`src/rtl/palindrome_gen.sv`:
```
`default_nettype none
// ============================================================================
// Module      : palindrome_gen
// Description : Sequential generator that streams every WIDTH-bit binary
//               palindrome in strictly ascending order over a valid/ready
//               handshake, one value per accepted beat, after a start pulse.
//               Optional feature macro PAL_GEN_MSB_SET_EN: when defined, the
//               sweep starts at half-word 2^(H-1), so only palindromes with
//               MSB=1 (and therefore LSB=1) are produced.
// Revision    : 1.0 - initial release
// ============================================================================
module palindrome_gen #(
  parameter int WIDTH = 8
) (
  input  logic                   clk,
  input  logic                   rst,
  input  logic                   start,
  input  logic                   abort,
  input  logic                   out_ready,
  output logic                   out_valid,
  output logic [WIDTH-1:0]       out_data,
  output logic [(WIDTH+1)/2-1:0] out_index,
  output logic                   out_last,
  output logic                   busy,
  output logic                   done
);

  // Half width: the free bits that fully determine a palindrome.
  localparam int H = (WIDTH + 1) / 2;

  localparam logic [H-1:0] H_MAX = {H{1'b1}};
  localparam logic [H-1:0] H_ONE = H'(1);

`ifdef PAL_GEN_MSB_SET_EN
  // Only the top half-word bit set: the first palindrome with MSB=1.
  localparam logic [H-1:0] H_START = H_MAX ^ (H_MAX >> 1);
`else
  localparam logic [H-1:0] H_START = '0;
`endif

  localparam logic [1:0] S_IDLE = 2'd0;
  localparam logic [1:0] S_RUN  = 2'd1;
  localparam logic [1:0] S_DONE = 2'd2;

  logic [1:0]   state_q, state_d;
  logic [H-1:0] h_q, h_d;
  logic         accept;

  assign accept = (state_q == S_RUN) && out_ready;

  // State and half-word registers with synchronous reset.
  always_ff @(posedge clk) begin
    if (rst) begin
      state_q <= S_IDLE;
      h_q     <= '0;
    end else begin
      state_q <= state_d;
      h_q     <= h_d;
    end
  end

  // Next-state and half-word update; abort beats a simultaneous accept.
  always_comb begin
    state_d = state_q;
    h_d     = h_q;
    case (state_q)
      S_IDLE: begin
        if (start) begin
          state_d = S_RUN;
          h_d     = H_START;
        end
      end
      S_RUN: begin
        if (abort) begin
          state_d = S_IDLE;
        end else if (accept) begin
          if (h_q == H_MAX) begin
            state_d = S_DONE;
          end else begin
            h_d = h_q + H_ONE;
          end
        end
      end
      S_DONE: begin
        state_d = S_IDLE;
      end
      default: begin
        state_d = S_IDLE;
      end
    endcase
  end

  // Handshake and status outputs decoded purely from registered state.
  always_comb begin
    out_valid = (state_q == S_RUN);
    busy      = (state_q == S_RUN);
    done      = (state_q == S_DONE);
    out_last  = (state_q == S_RUN) && (h_q == H_MAX);
    out_index = h_q;
  end

  // Upper H bits carry h directly; the lower WIDTH-H bits mirror h from its
  // MSB downward. For odd WIDTH the middle bit belongs to the upper half only,
  // so h[0] is not repeated in the low part.
  for (genvar i = 0; i < WIDTH; i++) begin : g_mirror
    if (i >= WIDTH - H) begin : g_hi
      assign out_data[i] = h_q[i-(WIDTH-H)];
    end else begin : g_lo
      assign out_data[i] = h_q[H-1-i];
    end
  end

endmodule
`default_nettype wire
```
`config.mk`:
```
export PLATFORM = sky130hd
export DESIGN_NAME = palindrome_gen
export DESIGN_NICKNAME = d
export VERILOG_FILES = /design/src/rtl/palindrome_gen.sv
export SDC_FILE = /design/constraint.sdc
export NUM_CORES = 1
export LEC_CHECK = 0
export ABC_AREA = 1
export BUFFER_PORTS_ARGS = -buffer_cell sky130_fd_sc_hd__buf_2
export CAP_MARGIN = 20
export CORE_AREA = 2 2 39 41
export CTS_BUF_LIST = sky130_fd_sc_hd__clkbuf_2
export DETAILED_ROUTE_END_ITERATION = 6
export DIE_AREA = 0 0 41 43
export GPL_TIMING_DRIVEN = 0
export PLACE_DENSITY = 0.65
export SLEW_MARGIN = 25
export SYNTH_ARGS = -nofsm -noshare
export SYNTH_HDL_FRONTEND = slang
export SYNTH_SLANG_ARGS = --single-unit
export TNS_END_PERCENT = 10
```
`constraint.sdc`:
```
create_clock -name clk -period 1.4 [get_ports clk]
set_clock_uncertainty 0.05 [all_clocks]
set_input_delay 0.07 -clock clk [delete_from_list [all_inputs] [get_ports clk]]
set_output_delay 0.07 -clock clk [all_outputs]
set_load 0.02 [all_outputs]
```
Word-level counts from Yosys, hierarchy flattened. Index checks and enable logic that the tools add are counted.

Word-level logic and storage cells: 28. Output and inout bits: 16. Flip-flop bits (word level): 6.

Reductions and logical operators: 6. Multiplexer cells: 10. Equal/unequal tests: 9. $add $sub $neg: 1.

Operators by type and width (number): $mux 4 (4); $mux 2 (4); $pmux 4 s2 (1); $ne 2x2->1 const B (3); $ne 3x2->1 const B (2); $reduce_and 5->1 (1); $add 4x1->4 const B (1); $eq 4x4->1 const B (1); $pmux 2 s2 (1); $reduce_and 3->1 (1); $eq 2x1->1 const B (1); $eq 2x2->1 const B (1); $logic_and 1x1->1 (2); $logic_not 2->1 (1); $ne 2x1->1 const B (1); $reduce_bool 2->1 (1).

Depth between registers and ports, before layout.
Depth in word-level cells: 5. Gate-level depth with buffers: 8. Gate-level depth less buffers: 8.

Least setup slack after synthesis. Ideal clock, no wire load.

Path kind: reg2reg. Start point: register h_q[0] (netlist: out_index[0]). End point: register h_q[0] (netlist: out_index[0]). Setup slack: -0.082 ns. Library setup time: 0.112 ns. Arrival: 1.320 ns. Stages on the path, launching flop included: 8. Period minus slack after synthesis: 1.482 ns. Cells stage by stage: dfxtp_1 -> ha_1 -> nand2_1 -> nor2_1 -> nand2_2 -> and2_4 -> nor2_1 -> nor2_1.

Cells in the longest elaborated chain, start to end: 5. Elaborated cells on any way between the ends: 8. Classes of those cells: add/sub: 1; eq/ne: 2; mux: 4; reduce/logical: 1.

Ends and longest elaborated chain: from (decl) (line 46) `logic [H-1:0] h_q, h_d;`; from (signal assigned) (line 55) `h_q <= '0;`; from (signal assigned) (line 58) `h_q <= h_d;`; $add 4x1->4 (line 80) `h_d = h_q + H_ONE;`; $mux 4 (line 77) `if (h_q == H_MAX) begin`; $mux 4 (line 76) `end else if (accept) begin`; $mux 4 (line 74) `if (abort) begin`; $pmux 4 s2 (line 66) `case (state_q)`.

Parallel ways exist; a longest one is shown, timed or not. The select of a mux whose other input is x is not followed. A chain may end at the register's enable or synchronous reset.

Worst setup path after layout.
Start point: register h_q[1] (netlist: out_index[1]). End point: output out_last.

Cells in the longest elaborated chain, start to end: 2.

Ends and longest elaborated chain: $eq 4x4->1 (line 98) `out_last = (state_q == S_RUN) && (h_q == H_MAX);`; $logic_and 1x1->1 (line 98); to (decl) (line 23) `output logic out_last,`.

Every way passes these cells.

==> reports/metrics.json <==
{
  "setup_path": {
    "rr_endpoint": "out_index[3]$_SDFFE_PP0P_",
    "timing.critical_path.arrival_ps": 1170,
    "start_kind": "register",
    "critical_path.max_fanout": 4,
    "regToRegSetupSlack_ps": 130,
    "r2r_start": "out_index[1]$_SDFFE_PP0P_",
    "timing.reg2reg.worst_path_depth": 9,
    "worst-endpoint-required_ps": 1280,
    "critPathKind": "register to primary output",
    "timing.critical_path.to_type": "primary output"
  },
  "die": {
    "die-width_um": 41,
    "core_um2": 1380,
    "die_h_um": 43,
    "std_cell_rows": 14,
    "die_ar_um2": 1760,
    "number_of_i_o_pins": 21,
    "initial_utilization": 0.323
  },
  "clock_tree": {
    "clock_tree_from_tritoncts": "yes",
    "clockRootBuffer": "sky130_fd_sc_hd__clkbuf_2",
    "clock-sinks": 6,
    "cts-htree-levels": 1,
    "worstSkewPairLatency_ps": 220,
    "path_clk_slew_ps": 60,
    "numCtsBuffers": 3,
    "clock_path_buffers": 2
  },
  "global_routing": {
    "grt_pass1_wl_um": 1390,
    "sum_of_overflow_across_all_layers_after_global_routing": 0,
    "first_global_vias": 341,
    "maximum_number_of_pins_on_one_net_before_global_route_repair": 8,
    "grt_use_total": 0.126,
    "grt_antenna_before_repair": 0
  },
  "power_and_ir_drop": {
    "highest_ir_drop_seen_on_vdd_v": 0.000270,
    "powerDensity_nw_per_um2": 673,
    "total_leakage_power_nw": 0.382
  },
  "worst_hold_path": {
    "holdPathStages": 3,
    "hold_sp": "out_ready",
    "hold_class": "input pin to register",
    "hold_end": "state_q[1]$_SDFFE_PP0P_"
  },
  "placement": {
    "place_inst": 102,
    "gp_congestion": 0.702,
    "hpwl_um": 659,
    "buffer_ports.inserted": 20,
    "placedInstanceArea_um2": 569
  },
  "timing": {
    "finalCritPeriodShare": 0.922,
    "worst_pin_slew_ps": 215,
    "min_period_ps": 1290,
    "fmax_mhz": 775,
    "relative_slew_slack": 0.856,
    "slew_viol_final": 0,
    "finalHoldViolations": 0,
    "report.final.setup_viol": 0,
    "rsz_0062_raised_after_global_routing": "false",
    "setup_total_neg_slack_ps": 0
  },
  "drt": {
    "routed_wire_length_um": 948,
    "detailroute.via_count": 473,
    "viasPerCell": 4.22,
    "detail_route.wl_per_cell_um": 8.46,
    "drc": 0,
    "firstDrtPassIters": 4,
    "drt_first_iter_violations": 4,
    "postRouteAntennaNets": 0
  },
  "layout": {
    "fill_cell_instance_count_of_the_final_layout": 137,
    "post-route-cell-area_um2": 672,
    "num-nets-final": 104,
    "layoutNonFillerInstCount": 112,
    "area_overhead_of_the_layout_relative_to_synthesis_pct": 50.4,
    "drive_above_1_share": 0.521,
    "diode_insertion_count_for_antenna_repair": 0
  },
  "logic_synthesis": {
    "synth-warning-count": 0,
    "synthesis.instances": 66,
    "synthesis.area_um2": 447,
    "async_reset_ff_frac": 0,
    "synth_top_cells_by_area": "sky130_fd_sc_hd__dfxtp_1 (27%), sky130_fd_sc_hd__buf_4 (15%), sky130_fd_sc_hd__nand2_1 (13%), sky130_fd_sc_hd__nor2_1 (9.2%), sky130_fd_sc_hd__nand3_1 (6.7%)",
    "mean_instance_size_in_the_synthesized_netlist_um2": 6.77,
    "post_synth_num_cell_types": 16,
    "synth_ff_type": "sky130_fd_sc_hd__dfxtp_1",
    "syn-num-nets": 72,
    "number_of_enable_flip_flop_cells_after_synthesis": 0,
    "flops_latches_synth": 6,
    "netlist.area_leader.share": 0.269,
    "synth_most_common_cell": "sky130_fd_sc_hd__nand2_1",
    "library_cell_with_the_largest_summed_area_after_synthesis": "sky130_fd_sc_hd__dfxtp_1",
    "netlist_top_cells_count": "sky130_fd_sc_hd__nand2_1 (15), sky130_fd_sc_hd__nor2_1 (11), sky130_fd_sc_hd__buf_4 (9)",
    "synth.yosys.seq_area_share": 0.269
  },
  "outcome": {
    "run_status": "finished, final reports clean"
  },
  "run": {
    "cap_viol_max_count": 0
  }
}
==> registers in the layout, indices dropped and copies added (netlist names) <==
signal and cells:
out_index 4, state_q 2
==> metal layers <==
| metal | global-route usage | vias up | wire, µm |
|---|---|---|---|
| met3 | 0.0785 | 2 | 62 |
| met5 | 0 | - | 0 |
| met4 | 0.0800 | 0 | 16 |
| met1 | 0.141 | 200 | 392 |
| li1 | - | 257 | - |
| met2 | 0.172 | 14 | 477 |
==> stage by stage <==
stage / total power [mW] / hold WS [ps] / worst slack (ps) / utilization
after CTS: 0.451 / 59.4 / 16.2 / 0.460
after detailed placement: 0.319 / 213 / 10.2 / 0.411
after global placement: 0.318 / 210 / 6.69 / 0.411
after floorplan: 0.286 / 89.1 / 40.1 / -
after global routing: 0.491 / 79.7 / 23.2 / 0.486
final: 0.452 / 68.0 / 110 / 0.486
==> worst max-delay path by stage <==
stage,startpoint,endpoint,slack [ps],depth (start not counted)
2_1_floorplan,out_index[0]$_SDFFE_PP0P_,out_index[0]$_SDFFE_PP0P_,40,7
3_3_place_gp,out_index[0]$_SDFFE_PP0P_,out_index[0]$_SDFFE_PP0P_,7,7
3_5_place_dp,out_index[0]$_SDFFE_PP0P_,out_index[1]$_SDFFE_PP0P_,10,7
4_1_cts,out_index[1]$_SDFFE_PP0P_,out_last,20,6
5_1_grt,out_index[1]$_SDFFE_PP0P_,out_last,20,6
6_report,out_index[1]$_SDFFE_PP0P_,out_last,110,6
==> kinds of logic after synthesis <==
| kind of cell | Yosys count | synth area share |
|---|---|---|
| compound gates | 1 | 0.0112 |
| simple gates | 40 | 0.465 |
| flops | 6 | 0.269 |
| buf+inv | 18 | 0.227 |
| fa+ha+maj | 1 | 0.0280 |
==> layout by cell type (no fill, tap or decap) <==
master / netlist / final
sky130_fd_sc_hd__or2_1: 1 / 1
sky130_fd_sc_hd__dfxtp_4: 0 / 2
sky130_fd_sc_hd__inv_2: 2 / 2
sky130_fd_sc_hd__inv_1: 7 / 7
sky130_fd_sc_hd__nand2_2: 1 / 2
sky130_fd_sc_hd__nand3_2: 1 / 1
sky130_fd_sc_hd__dfxtp_1: 6 / 4
sky130_fd_sc_hd__a21oi_1: 1 / 1
sky130_fd_sc_hd__clkbuf_2: 0 / 3
sky130_fd_sc_hd__nor2_1: 11 / 10
sky130_fd_sc_hd__nand2_1: 15 / 14
sky130_fd_sc_hd__nand2_4: 2 / 2
sky130_fd_sc_hd__buf_4: 9 / 15
sky130_fd_sc_hd__nand3_1: 6 / 6
sky130_fd_sc_hd__buf_2: 0 / 19
sky130_fd_sc_hd__nor2_8: 1 / 1
sky130_fd_sc_hd__nor4_1: 1 / 1
sky130_fd_sc_hd__dlygate4sd3_1: 0 / 2
sky130_fd_sc_hd__ha_4: 0 / 1
sky130_fd_sc_hd__and2_4: 1 / 1
sky130_fd_sc_hd__nor2_4: 0 / 1
==> power breakdown <==
part / total (mW) / switching (mW) / leakage, nW / internal, mW
logic: 0.143 / 0.0767 / 0.319 / 0.0658
registers: 0.187 / 0.00860 / 0.0503 / 0.178
clock network: 0.123 / 0.0646 / 0.0125 / 0.0581
total: 0.452 / 0.150 / 0.382 / 0.302
==> critical path, stage by stage (launching register included) <==
cell                      delay [ps]
sky130_fd_sc_hd__dfxtp_4         370
sky130_fd_sc_hd__ha_4            140
sky130_fd_sc_hd__nand2_2          80
sky130_fd_sc_hd__nor2_4          110
sky130_fd_sc_hd__nand2_2          70
sky130_fd_sc_hd__inv_1            50
sky130_fd_sc_hd__buf_4           130
==> repair_timing <==
item,4_1_cts,5_1_grt
pin swaps,1,1
hold buffers,2,0
endpoints found under the hold margin,2,0
setup buffers,3,2
setup endpoints to repair,1,7
resized for setup,4,4
cloned,0,0
==> cell type report <==
cell class / instances / area [µm²] / share of cell area
well taps: 16 / 20.0 / 0.0298
repair buffers: 27 / 160 / 0.238
multi-input cells: 42 / 248 / 0.369
inverters: 9 / 33.8 / 0.0503
clock buffers: 3 / 15.0 / 0.0223
plain buffers: 9 / 67.6 / 0.101
flip-flops and latches: 6 / 128 / 0.190
Note: power is estimated with default switching activity, not from simulation.
